File: src/rtl/timer_counter_if.sv
// timer_counter_if: control/status bundle between the timer register block and the timer core
interface timer_counter_if;
    logic        timer_enable;
    logic        timer_one_shot;
    logic [31:0] timer_count;
    logic        timer_interrupt_clear;
    logic        timer_interrupt;
    logic [31:0] current_count;
    logic        timer_running;
    modport master (
        output timer_enable, timer_one_shot, timer_count, timer_interrupt_clear,
        input  timer_interrupt, current_count, timer_running
    );
    modport slave (
        input  timer_enable, timer_one_shot, timer_count, timer_interrupt_clear,
        output timer_interrupt, current_count, timer_running
    );
endinterface

File: src/rtl/timer_counter.sv
// timer_counter: prescaled 32-bit down-counter with one-shot/periodic expiry and sticky interrupt
module timer_counter #(
    parameter int PRESCALE = 1
) (
    input logic clk,
    input logic reset,
    timer_counter_if.slave bus
);
    typedef enum logic [1:0] {IDLE, RUN, DONE} state_t;
    localparam int PW = PRESCALE > 1 ? $clog2(PRESCALE) : 1;
    localparam logic [PW-1:0] LAST = PW'(PRESCALE - 1);
    state_t state;
    logic [PW-1:0] psc;
    logic [31:0] count;
    logic irq;
    logic running;
    logic tick;
    logic expire;
    assign tick = psc == LAST;
    assign expire = state == RUN && bus.timer_enable && tick && count == '0;
    assign bus.current_count = count;
    assign bus.timer_interrupt = irq;
    assign bus.timer_running = running;
    // state machine, counter, prescaler and registered status outputs
    always_ff @(posedge clk) begin
        if (reset) begin
            state <= IDLE;
            count <= '0;
            psc <= '0;
            irq <= 1'b0;
            running <= 1'b0;
        end else begin
            irq <= expire ? 1'b1 : (bus.timer_interrupt_clear ? 1'b0 : irq);
            case (state)
                IDLE: if (bus.timer_enable) begin
                    count <= bus.timer_count;
                    psc <= '0;
                    state <= RUN;
                    running <= 1'b1;
                end
                RUN: if (!bus.timer_enable) begin
                    state <= IDLE;
                    running <= 1'b0;
                end else begin
                    psc <= tick ? '0 : psc + 1'b1;
                    if (tick && count != '0) begin
                        count <= count - 1'b1;
                    end else if (expire && bus.timer_one_shot) begin
                        state <= DONE;
                        running <= 1'b0;
                    end else if (expire) begin
                        count <= bus.timer_count;
                    end
                end
                DONE: if (!bus.timer_enable) state <= IDLE;
                default: begin
                    state <= IDLE;
                    running <= 1'b0;
                end
            endcase
        end
    end
endmodule

File: src/flat_wrapper.sv
// flat-port wrapper written by rule: the top's interface ports become plain ports
module timer_counter_flat 
#(
    parameter int PRESCALE = 1
)
  (clk, reset, bus_timer_enable, bus_timer_one_shot, bus_timer_count, bus_timer_interrupt_clear, bus_timer_interrupt, bus_current_count, bus_timer_running);
  timer_counter_if bus_i ();
  input logic clk;
  input logic reset;
  input wire logic [$bits(bus_i.timer_enable)-1:0] bus_timer_enable;
  input wire logic [$bits(bus_i.timer_one_shot)-1:0] bus_timer_one_shot;
  input wire logic [$bits(bus_i.timer_count)-1:0] bus_timer_count;
  input wire logic [$bits(bus_i.timer_interrupt_clear)-1:0] bus_timer_interrupt_clear;
  output wire logic [$bits(bus_i.timer_interrupt)-1:0] bus_timer_interrupt;
  output wire logic [$bits(bus_i.current_count)-1:0] bus_current_count;
  output wire logic [$bits(bus_i.timer_running)-1:0] bus_timer_running;
  assign bus_i.timer_enable = bus_timer_enable;
  assign bus_i.timer_one_shot = bus_timer_one_shot;
  assign bus_i.timer_count = bus_timer_count;
  assign bus_i.timer_interrupt_clear = bus_timer_interrupt_clear;
  assign bus_timer_interrupt = bus_i.timer_interrupt;
  assign bus_current_count = bus_i.current_count;
  assign bus_timer_running = bus_i.timer_running;
  timer_counter #(.PRESCALE(PRESCALE)) u_core (.clk(clk), .reset(reset), .bus(bus_i));
endmodule
File: config.mk
export PLATFORM = sky130hd
export DESIGN_NAME = timer_counter_flat
export DESIGN_NICKNAME = d
export VERILOG_FILES = /design/src/rtl/timer_counter_if.sv /design/src/rtl/timer_counter.sv /design/src/flat_wrapper.sv
export SDC_FILE = /design/constraint.sdc
export NUM_CORES = 1
export LEC_CHECK = 0
export BUFFER_PORTS_ARGS = -buffer_cell sky130_fd_sc_hd__buf_2
export CAP_MARGIN = 5
export CELL_PAD_IN_SITES_DETAIL_PLACEMENT = 1
export CELL_PAD_IN_SITES_GLOBAL_PLACEMENT = 1
export CORE_UTILIZATION = 35
export DETAILED_ROUTE_END_ITERATION = 10
export PLACE_DENSITY_LB_ADDON = 0.1
export REMOVE_ABC_BUFFERS = 1
export SLEW_MARGIN = 20
export SYNTH_ARGS = -nofsm -noshare
export SYNTH_HDL_FRONTEND = slang
export SYNTH_SLANG_ARGS = --single-unit
File: constraint.sdc
create_clock -name clk -period 3.4 [get_ports clk]
set_input_delay 0 -clock clk [delete_from_list [all_inputs] [get_ports clk]]
set_output_delay 0 -clock clk [all_outputs]
set_load 0.01 [all_outputs]
# After elaboration in Yosys (flattened, before gate mapping)
# Cells that the tools add are included.
dict set report totals {
  ff_bits 37
  latch_bits 0
  ramBits 0
  romBits 0
  input_bits 37
  out_inout_bits 34
  elab_cells 55
  memories 0
}
dict set report op_classes {
  n_addsub 2
  n_mul 0
  n_div 0
  n_lt_le_gt_ge 0
  eq_ne 9
  shifts 0
  muxes 23
  n_bitwise 2
  reduce_logical 14
}
# operator n
set op_table {}
lappend op_table {{$mux 32} 5}
lappend op_table {{$pmux 32 s2} 1}
lappend op_table {{$logic_not 32->1} 1}
lappend op_table {{$reduce_bool 32->1} 1}
lappend op_table {{$sub 32x1->32 const B} 1}
lappend op_table {{$mux 2} 5}
lappend op_table {{$mux 1} 9}
lappend op_table {{$ne 3x3->1 const B} 3}
lappend op_table {{$reduce_and 4->1} 2}
lappend op_table {{$ne 2x2->1 const B} 3}
lappend op_table {{$pmux 2 s3} 1}
lappend op_table {{$logic_and 1x1->1} 5}
lappend op_table {{$reduce_and 5->1} 1}
lappend op_table {{$reduce_bool 2->1} 2}
lappend op_table {{$ne 3x2->1 const B} 1}
lappend op_table {{$pmux 1 s3} 1}
lappend op_table {{$reduce_and 3->1} 1}
lappend op_table {{$eq 2x1->1 const B} 1}
lappend op_table {{$eq 2x2->1 const B} 1}
lappend op_table {{$logic_not 2->1} 1}
lappend op_table {{$not 1->1} 2}
lappend op_table {{$pmux 1 s2} 1}
lappend op_table {{$add 1x1->1 const B} 1}

# Depth between registers and ports, before layout
# Gate-level depths: netlist of the first run.
dict set report logic_depth {
  ltp_word 9
  depth_mapped 10
  ltp_nobuf 9
}

# Least setup slack after synthesis of the first run
# OpenSTA, ideal clock, no wires.
dict set report synth_path {
  path_type {register to register}
  startpoint {register u_core.count[25] (netlist: u_core.bus.current_count[25])}
  endpoint {register u_core.count[25] (netlist: u_core.bus.current_count[25])}
  setup_ns 0.132
  arrival_ns 2.128
  required_time_ns 3.268
  slack_ns 1.140
  path_stages_with_launch 9
  n_path_buf 2
  synth_period_minus_slack_ns 2.260
  path_cell_list {dfxtp_1 -> or3_4 -> or4_4 -> nor4_4 -> nor2_1 -> buf_4 -> buf_6 -> a21oi_1 -> o32ai_2}
}
dict set report synth_via {
  elab_chain_len 5
  elab_cells_between_ends 12
  cone_classes {add/sub (1); eq/ne (2); mux (3); reduce/logical (6)}
}
# element line_no
set synth_rtl {}
lappend synth_rtl {{from (decl)} timer_counter.sv:14} ;# logic [31:0] count;
lappend synth_rtl {{from (signal assigned)} timer_counter.sv:36} ;# count <= bus.timer_count;
lappend synth_rtl {{from (signal assigned)} timer_counter.sv:47} ;# count <= count - 1'b1;
lappend synth_rtl {{from (signal assigned)} timer_counter.sv:52} ;# count <= bus.timer_count;
lappend synth_rtl {{branches (longest 5 deep; another with $sub 32x1->32)} --}
# Several ways; the timed one is not identified. The select of a mux whose other input is x is not followed.
# A chain may end at the register's enable or synchronous reset.

# Worst setup path in the final report of the first run
dict set report layout_path {
  startpoint {register u_core.count[14] (netlist: u_core.bus.current_count[14])}
  endpoint {register u_core.count[16] (netlist: u_core.bus.current_count[16])}
}
# The elaborated chain is that of the path after synthesis.

==> results_dict.tcl, run 1 <==
set metrics [dict create \
    status "finished, violations left" \
    violations "DRC" \
    ff2ff_path_depth 7 \
    fin_tns_setup_ps 0 \
    yosys.area_share.simple_pct 26.7 \
    rsz0062_at_grt "false" \
    arrival_ps 3030 \
    maxCapViolations 0 \
    maxSlewViolCount 0 \
    via_per_inst 5.63 \
    synth_cells 301 \
    antenna_found_initial 0 \
    wire_per_inst_um 17.1 \
    wl_mm 7.92 \
    die_w_um 84.4 \
    ys_types 48 \
    cts_resized 0 \
    clock_sinks 36 \
    fin_util_pct 46.8 \
    ys_warn_count 0 \
    grt_pass1_wl_mm 13.1 \
    crit_fanout 18 \
    skew_ps 7.24 \
    endpoint_kind "register" \
    synth_top_family_by_area "simple AND/OR/NAND/NOR gates" \
    grt.total_usage_pct 22.6 \
    gp_congestion 0.797 \
    drcViolationCount 4 \
    synthAdderAreaFrac_pct 1.05 \
    row_count 29 \
    hold_class "primary input to register" \
    crit_chain "nor3_1, nand4_1, nor4_2, nor2b_1, nand2_2, buf_4, o32ai_1" \
    nNetsFinal 423 \
    layout_commonest_cell "buf_2" \
    grt-ovfl-total 0 \
    yosysSeqAreaShare_pct 30.3 \
    setup.worst_path.start_class "register" \
    worst_ir_drop_vdd_mv 0.163 \
    synth-xor-area-share_pct 0.369 \
    multiInputGateArea_sq_um 1420 \
    synth_mux_area_share_pct 5.48 \
    cts_setup_buffers 0 \
    cts.reportedPaths.clkPinSlew_ps 80 \
    diodes 0 \
    min_period_ps 2880 \
    drt-initial-drc-count 106 \
    fp.dieH_um 84.4 \
    area_growth_pct 27.3 \
    nFillCells 827 \
    ant_nets 0 \
    slowest_delay_ps 510 \
    p_per_area_nw_per_um2 386 \
    synth_flop_cell "dfxtp_1" \
    fp.dieArea_sq_um 7120 \
    whs_path_depth 3 \
    worst_ep_required_time_ps 3550 \
    fin_crit_sh_pct 84.8 \
    crit_slowest_cell "nor3_1" \
    synth_area_per_cell_sq_um 7.89 \
    layout-drive-gt1-share_pct 24.9 \
    crit_buf_inv 1 \
    worst_slew_pin_slew_ps 1080 \
    start_util_pct 36.8 \
    clock.fmax_mhz 347 \
    clock_latency_ps 290 \
    cts_max_path_buffers 2 \
    netlist_area_sq_um 2380 \
    setup_violations 0 \
    cts_htree_levels 2 \
    layout_common_cells "70 x buf_2, 36 x dfxtp_1, 33 x a21oi_1" \
    grt_max_degree 39 \
    synth-edff-count 0 \
    cts_tree "done" \
    async_reset_ff_share_pct 0 \
    cts_root_buf "clkbuf_8" \
    portBuffers 70 \
    coreArea_sq_um 6460 \
    firstDrtPassIters 7 \
    cp.depth 7 \
    io_pins 71 \
    numCtsBuffers 5 \
    grt_pass1_vias 2600 \
    path_delay_family "simple AND/OR/NAND/NOR gates" \
    dpl.hpwl_mm 5.53 \
    num_vias 2602 \
    critPathKind "register to register" \
    maxSlewHeadroom_pct 27.5 \
    p_leak_nw 1.23 \
    synth_compound_area_share_pct 25.8 \
    seq_area_sq_um 721 \
    ys_seq_elements 36 \
    hold_viol_final 0 \
]
cell usage after synthesis, drive strengths merged (9+ instances only):
| master | instances | area [sq um] |
|---|---|---|
| nand3 | 10 | 50.1 |
| nand2 | 26 | 100 |
| buf | 14 | 114 |
| mux2i | 13 | 130 |
| nor2b | 9 | 56.3 |
| nor3 | 12 | 60.1 |
| o21ai | 15 | 75.1 |
| a21oi | 33 | 165 |
| nor2 | 11 | 41.3 |
| nor4 | 16 | 134 |
| o32ai | 23 | 209 |
| inv | 29 | 109 |
| dfxtp | 36 | 721 |
flip-flops by register name (all words and copies together) (netlist names):
name                        cells
u_core.bus.timer_running        1
u_core.bus.current_count       32
u_core.state                    2
u_core.bus.timer_interrupt      1
repair_timing:
action,4_1_cts,5_1_grt
hold endpoints to repair,18,0
hold buffers,18,0
endpoints found under the setup margin,0,0
final timing paths:
check | slack [ps] | from | end
max | 520 | u_core.bus.current_count[14] | u_core.bus.current_count[16]
min | 9 | bus_timer_count[5] | u_core.bus.current_count[5]
max reg2reg | 520 | u_core.bus.current_count[14] | u_core.bus.current_count[16]
min reg2reg | 500 | u_core.bus.timer_running | u_core.bus.timer_running
tightest hold or removal path: cells and delay by family:
kind            cells  cell delay [ps]
compound gates      1              120
mux                 1               60
buf+inv             1               70
report_power, final:
| part | switching (mW) | leakage (nW) | internal (mW) |
|---|---|---|---|
| clock network | 0.162 | 0.0455 | 0.166 |
| logic | 0.211 | 0.885 | 0.145 |
| registers | 0.0344 | 0.296 | 0.450 |
routing by layer:
metal,GRT usage (%),share of wire [%]
met1,31.0,50
met2,37.6,46
met3,3.64,3.7
met4,4.62,0.93
met5,0,0
area by class of cell:
type	count	area share (%)
Multi-Input combinational cell	216	46.9
Sequential cell	36	23.8
Timing Repair Buffer	96	19.5
Inverter	29	3.60
Tap cell	77	3.19
Clock buffer	8	2.98
cell families (layout without fill, tap and decap cells):
family          Yosys count  after routing
simple gates            110            110
compound gates           90             90
buf+inv                  49            133
flops                    36             36
mux                      13             13
fa+ha+maj                 2              2
xor+xnor                  1              1
stage by stage:
stage / instances / power, mW / hold slack (ps) / area [sq um] / setup WS (ps)
5_1_grt: 462 / 1.23 / 12.4 / 3020 / 381
3_3_place_gp: 436 / 0.831 / 271 / 2750 / 655
3_5_place_dp: 436 / 0.833 / 275 / 2750 / 593
2_1_floorplan: 281 / 0.702 / 66.2 / 2240 / 173
6_report: 462 / 1.17 / 8.89 / 3020 / 515
4_1_cts: 462 / 1.18 / 3.22 / 3020 / 571
No activity file was read; power rests on OpenSTA's default activity.
==> inputs of run 2 (changes only) <==
--- a/config.mk
+++ b/config.mk
@@ -9,7 +9,7 @@
 export CAP_MARGIN = 5
 export CELL_PAD_IN_SITES_DETAIL_PLACEMENT = 1
 export CELL_PAD_IN_SITES_GLOBAL_PLACEMENT = 1
-export CORE_UTILIZATION = 35
+export CORE_UTILIZATION = 34
 export DETAILED_ROUTE_END_ITERATION = 10
 export PLACE_DENSITY_LB_ADDON = 0.1
 export REMOVE_ABC_BUFFERS = 1
==> constraint.sdc (replaced) <==
create_clock -name clk -period 2.3 [get_ports clk]
set_input_delay 0 -clock clk [delete_from_list [all_inputs] [get_ports clk]]
set_output_delay 0 -clock clk [all_outputs]
set_load 0.01 [all_outputs]
==> results_dict.tcl, run 2 (synthesized netlist as in run 1, its figures left out) <==
set metrics [dict create \
    status "finished, violations left" \
    violations "hold timing, setup timing" \
    worst_ep_required_time_ps 2510 \
    rsz0062_at_grt "true" \
    r2r_setup_slack_ps -90 \
    grt.total_usage_pct 25.3 \
    endpoint_kind "register" \
    critPathKind "register to register" \
    whs_path_depth 3 \
    hold_viol_final 1 \
    via_per_inst 5.72 \
    numCtsBuffers 5 \
    setup_violations 26 \
    ant_nets 0 \
    fin_ws_ps -93.1 \
    min_period_ps 2390 \
    drcViolationCount 0 \
    largest_reg_flops 32 \
    cts_root_buf "clkbuf_8" \
    fp.dieH_um 85.6 \
    arrival_ps 2600 \
    num_vias 2936 \
    maxSlewHeadroom_pct 56.0 \
    layout_common_cells "70 x buf_2, 38 x buf_4, 35 x dfxtp_1" \
    clock_latency_ps 310 \
    cts_max_path_buffers 2 \
    hold_path_startpoint "bus_timer_count[4]" \
    wl_mm 9.91 \
    ff2ff_path_depth 8 \
    total_power_mw 1.94 \
    portBuffers 70 \
    antenna_found_initial 0 \
    fin_tns_setup_ps -687 \
    coreArea_sq_um 6760 \
    clock_sinks 36 \
    grt_pass1_wl_mm 14.4 \
    gp_congestion 0.785 \
    maxCapViolations 0 \
    worst_slew_pin_slew_ps 659 \
    area_growth_pct 56.1 \
    p_per_area_nw_per_um2 524 \
    hold_class "primary input to register" \
    holdPathEnd "u_core.bus.current_count[4]" \
    grt-ovfl-total 0 \
    firstDrtPassIters 4 \
    clock.fmax_mhz 418 \
    row_count 30 \
    start_util_pct 35.2 \
    maxSlewViolCount 0 \
    fp.dieArea_sq_um 7330 \
    setup.worst_path.start_class "register" \
    p_leak_nw 1.57 \
    die_w_um 85.6 \
    grt_pass1_vias 2919 \
    cts_tree "done" \
    r2r-start "u_core.bus.current_count[25]" \
    grt_max_degree 34 \
    drt-initial-drc-count 137 \
    fin_crit_sh_pct 104 \
    dpl.hpwl_mm 6.18 \
    skew_ps 9.78 \
    layout-drive-gt1-share_pct 38.1 \
    nNetsFinal 471 \
    cts_htree_levels 2 \
    worst_ir_drop_vdd_mv 0.216 \
    pre_cts_ws_ps -127 \
    diodes 0 \
    wire_per_inst_um 19.3 \
    cts.reportedPaths.clkPinSlew_ps 80 \
    io_pins 71 \
    crit_fanout 8 \
    holdWs_ps -11.6 \
    r2r_end "u_core.bus.current_count[1]" \
    layout_commonest_cell "buf_2" \
]
run 2: changes by cell type in the layout (fill, tap and decap cells not counted), moves of 4 or more:
cell           previous run  this run
a21oi_2                   0         6
buf_4                     8        38
a21oi_1                  33        27
buf_12                    0         5
dlygate4sd3_1            18        22
clkbuf_16                 0         4
run 2: how the worst max path moves through the flow:
stage                                       from                           end  slack, ps  cells after the start
floorplan            u_core.bus.current_count[0]  u_core.bus.current_count[31]       -930                      8
CTS                 u_core.bus.current_count[25]   u_core.bus.current_count[4]        -90                      8
global route        u_core.bus.current_count[25]   u_core.bus.current_count[1]       -170                      8
global placement     u_core.bus.current_count[0]  u_core.bus.current_count[31]        -30                      8
detailed placement  u_core.bus.current_count[25]   u_core.bus.current_count[4]       -130                      8
finish              u_core.bus.current_count[25]   u_core.bus.current_count[1]        -90                      8
run 2: cell type report:
type | count | area, sq um
Clock buffer | 6 | 82.6
Clock inverter | 2 | 10.0
Fill cell | 843 | 3050
Sequential cell | 36 | 722
Inverter | 29 | 111
Tap cell | 80 | 100
Multi-Input combinational cell | 217 | 1580
Timing Repair Buffer | 143 | 1100
run 2: where the power goes:
group	internal, mW	switching [mW]	leakage [nW]
clock	0.240	0.265	0.0510
sequential	0.666	0.0400	0.297
combinational	0.338	0.395	1.23
total	1.24	0.701	1.57
run 2: worst max-delay path, stage by stage (launching register included):
cell      delay (ps)
dfxtp_2          330
or3_4            370
or4_4            470
nor4_4           290
buf_4            180
or2b_4           190
buf_12           160
a211oi_2          70
a211oi_1         230
run 2: metrics by stage:
stage / utilization [%] / cell area (sq um) / std cells
after detailed placement: 45.5 / 3080 / 473
final: 54.9 / 3710 / 513
after global placement: 45.5 / 3080 / 473
after global routing: 54.9 / 3710 / 513
after floorplan: - / 2240 / 281
after CTS: 50.9 / 3440 / 506
run 2: repair_timing:
item                       CTS  global route
pin swaps                    1            10
setup buffers                2             3
resized for setup            6            33
setup endpoints to repair   32            32
cloned                       1             4
hold endpoints to repair    22             0
hold buffers                22             0
run 2: routing by layer:
| metal | vias to the layer above | GRT usage, % | routed length, um |
|---|---|---|---|
| met5 | - | 0 | 0 |
| met4 | 0 | 7.88 | 149 |
| met3 | 13 | 4.04 | 550 |
| met2 | 98 | 44.5 | 4870 |
| met1 | 1436 | 31.7 | 4340 |
| li1 | 1389 | - | - |
==> inputs of run 3 (changes only) <==
--- a/config.mk
+++ b/config.mk
@@ -7,11 +7,8 @@
 export LEC_CHECK = 0
 export BUFFER_PORTS_ARGS = -buffer_cell sky130_fd_sc_hd__buf_2
 export CAP_MARGIN = 5
-export CELL_PAD_IN_SITES_DETAIL_PLACEMENT = 1
-export CELL_PAD_IN_SITES_GLOBAL_PLACEMENT = 1
-export CORE_UTILIZATION = 34
+export CORE_UTILIZATION = 35
 export DETAILED_ROUTE_END_ITERATION = 10
-export PLACE_DENSITY_LB_ADDON = 0.1
 export REMOVE_ABC_BUFFERS = 1
 export SLEW_MARGIN = 20
 export SYNTH_ARGS = -nofsm -noshare
==> results_dict.tcl, run 3 (synthesized netlist as in run 1, its figures left out) <==
set metrics [dict create \
    status "finished, violations left" \
    violations "DRC" \
    die_w_um 84.4 \
    row_count 29 \
    coreArea_sq_um 6460 \
    cts_max_path_buffers 2 \
    p_per_area_nw_per_um2 538 \
    slowest_delay_ps 460 \
    path_delay_family "simple AND/OR/NAND/NOR gates" \
    grt_pass1_vias 2632 \
    total_power_mw 1.85 \
    wl_met3_um 534 \
    worst_slew_pin_slew_ps 676 \
    start_util_pct 36.8 \
    drcViolationCount 6 \
    setup_violations 0 \
    cts_htree_levels 2 \
    wl_mm 8.29 \
    p_leak_nw 1.46 \
    maxCapViolations 0 \
    crit_chain "or3_4, or4_4, nor4_4, buf_6, or2b_4, buf_6, a211oi_1, a211oi_1" \
    crit_buf_inv 2 \
    nNetsFinal 461 \
    via_per_inst 5.64 \
    grt.total_usage_pct 22.2 \
    endpoint_kind "register" \
    layout_common_cells "70 x buf_2, 36 x buf_4, 35 x dfxtp_1" \
    ant_nets 0 \
    cts.reportedPaths.clkPinSlew_ps 80 \
    placed_area_sq_um 3010 \
    gp_congestion 0.809 \
    crit_fanout 8 \
    grt_pass1_wl_mm 12.6 \
    diodes 0 \
    final_area_sq_um 3440 \
    worst_ep_required_time_ps 2510 \
    clock_sinks 36 \
    fp.dieH_um 84.4 \
    antenna_found_initial 0 \
    maxSlewHeadroom_pct 54.8 \
    numCtsBuffers 5 \
    drt-initial-drc-count 196 \
    holdWs_ps 0.0470 \
    worst_ir_drop_vdd_mv 0.214 \
    wl_met2_mm 4.01 \
    hold_class "primary input to register" \
    crit_slowest_cell "or4_4" \
    layout_commonest_cell "buf_2" \
    cts_tree "done" \
    met1Wirelength_mm 3.66 \
    grt-ovfl-total 0 \
    wire_per_inst_um 16.6 \
    skew_ps 9.31 \
    arrival_ps 2470 \
    layout-drive-gt1-share_pct 34.3 \
    area_growth_pct 44.8 \
    setup.worst_path.start_class "register" \
    dpl.hpwl_mm 5.43 \
    io_pins 71 \
    hold_viol_final 0 \
    maxUsedRoutingLayer "met4" \
    min_period_ps 2260 \
    grt_max_degree 34 \
    fp.dieArea_sq_um 7120 \
    fin_ws_ps 38.7 \
    portBuffers 70 \
    clock_latency_ps 290 \
    cts_root_buf "clkbuf_8" \
    clock.fmax_mhz 442 \
    num_vias 2819 \
    firstDrtPassIters 7 \
    critPathKind "register to register" \
    pre_cts_ws_ps -41.2 \
    largest_reg_flops 32 \
    fin_crit_sh_pct 98.3 \
    rsz0062_at_grt "true" \
    maxSlewViolCount 0 \
]
[run 3: per-layer routing]
layer	vias to the layer above	track usage, %
li1	1368	-
met1	1327	28.5
met2	113	38.9
met3	11	3.74
met4	0	5.55
met5	-	0
[run 3: worst paths after layout]
kind	end	start	cells past startpoint	slack, ps
hold reg to reg	u_core.bus.timer_running	u_core.bus.timer_running	2	490
hold / removal	u_core.bus.current_count[7]	bus_timer_count[7]	3	0.05
setup reg to reg	u_core.bus.current_count[1]	u_core.bus.current_count[25]	8	40
setup / recovery	u_core.bus.current_count[1]	u_core.bus.current_count[25]	8	40
[run 3: area by class of cell]
cell class,instances,area [sq um]
clock buffer,8,90.1
multi-input combinational,219,1500
sequential,36,722
fill,634,3020
inverter,29,109
timing repair buffer,131,918
tap,77,96.3
[run 3: tightest hold or removal path, cell delays in order]
cell	delay, ps
buf_2	90
a21oi_1	50
o32ai_1	110
[run 3: power breakdown]
part | internal [mW] | switching [mW] | leakage [nW]
logic | 0.303 | 0.362 | 1.12
registers | 0.666 | 0.0367 | 0.297
clock network | 0.245 | 0.239 | 0.0455
[run 3: repair_timing]
item,CTS,global route
setup endpoints to repair,25,34
cloned,1,3
buffers inserted,0,5
hold endpoints to repair,15,0
resized for setup,6,18
hold buffers,15,0
pin swaps,2,6
[run 3: per-stage QoR]
| stage | util, % | setup TNS, ps | std cells |
|---|---|---|---|
| floorplan | - | -24720 | 281 |
| global placement | 46.6 | -45.4 | 468 |
| detailed placement | 46.6 | -306 | 468 |
| CTS | 50.8 | -4.39 | 492 |
| global route | 53.3 | -176 | 500 |
| finish | 53.3 | 0 | 500 |
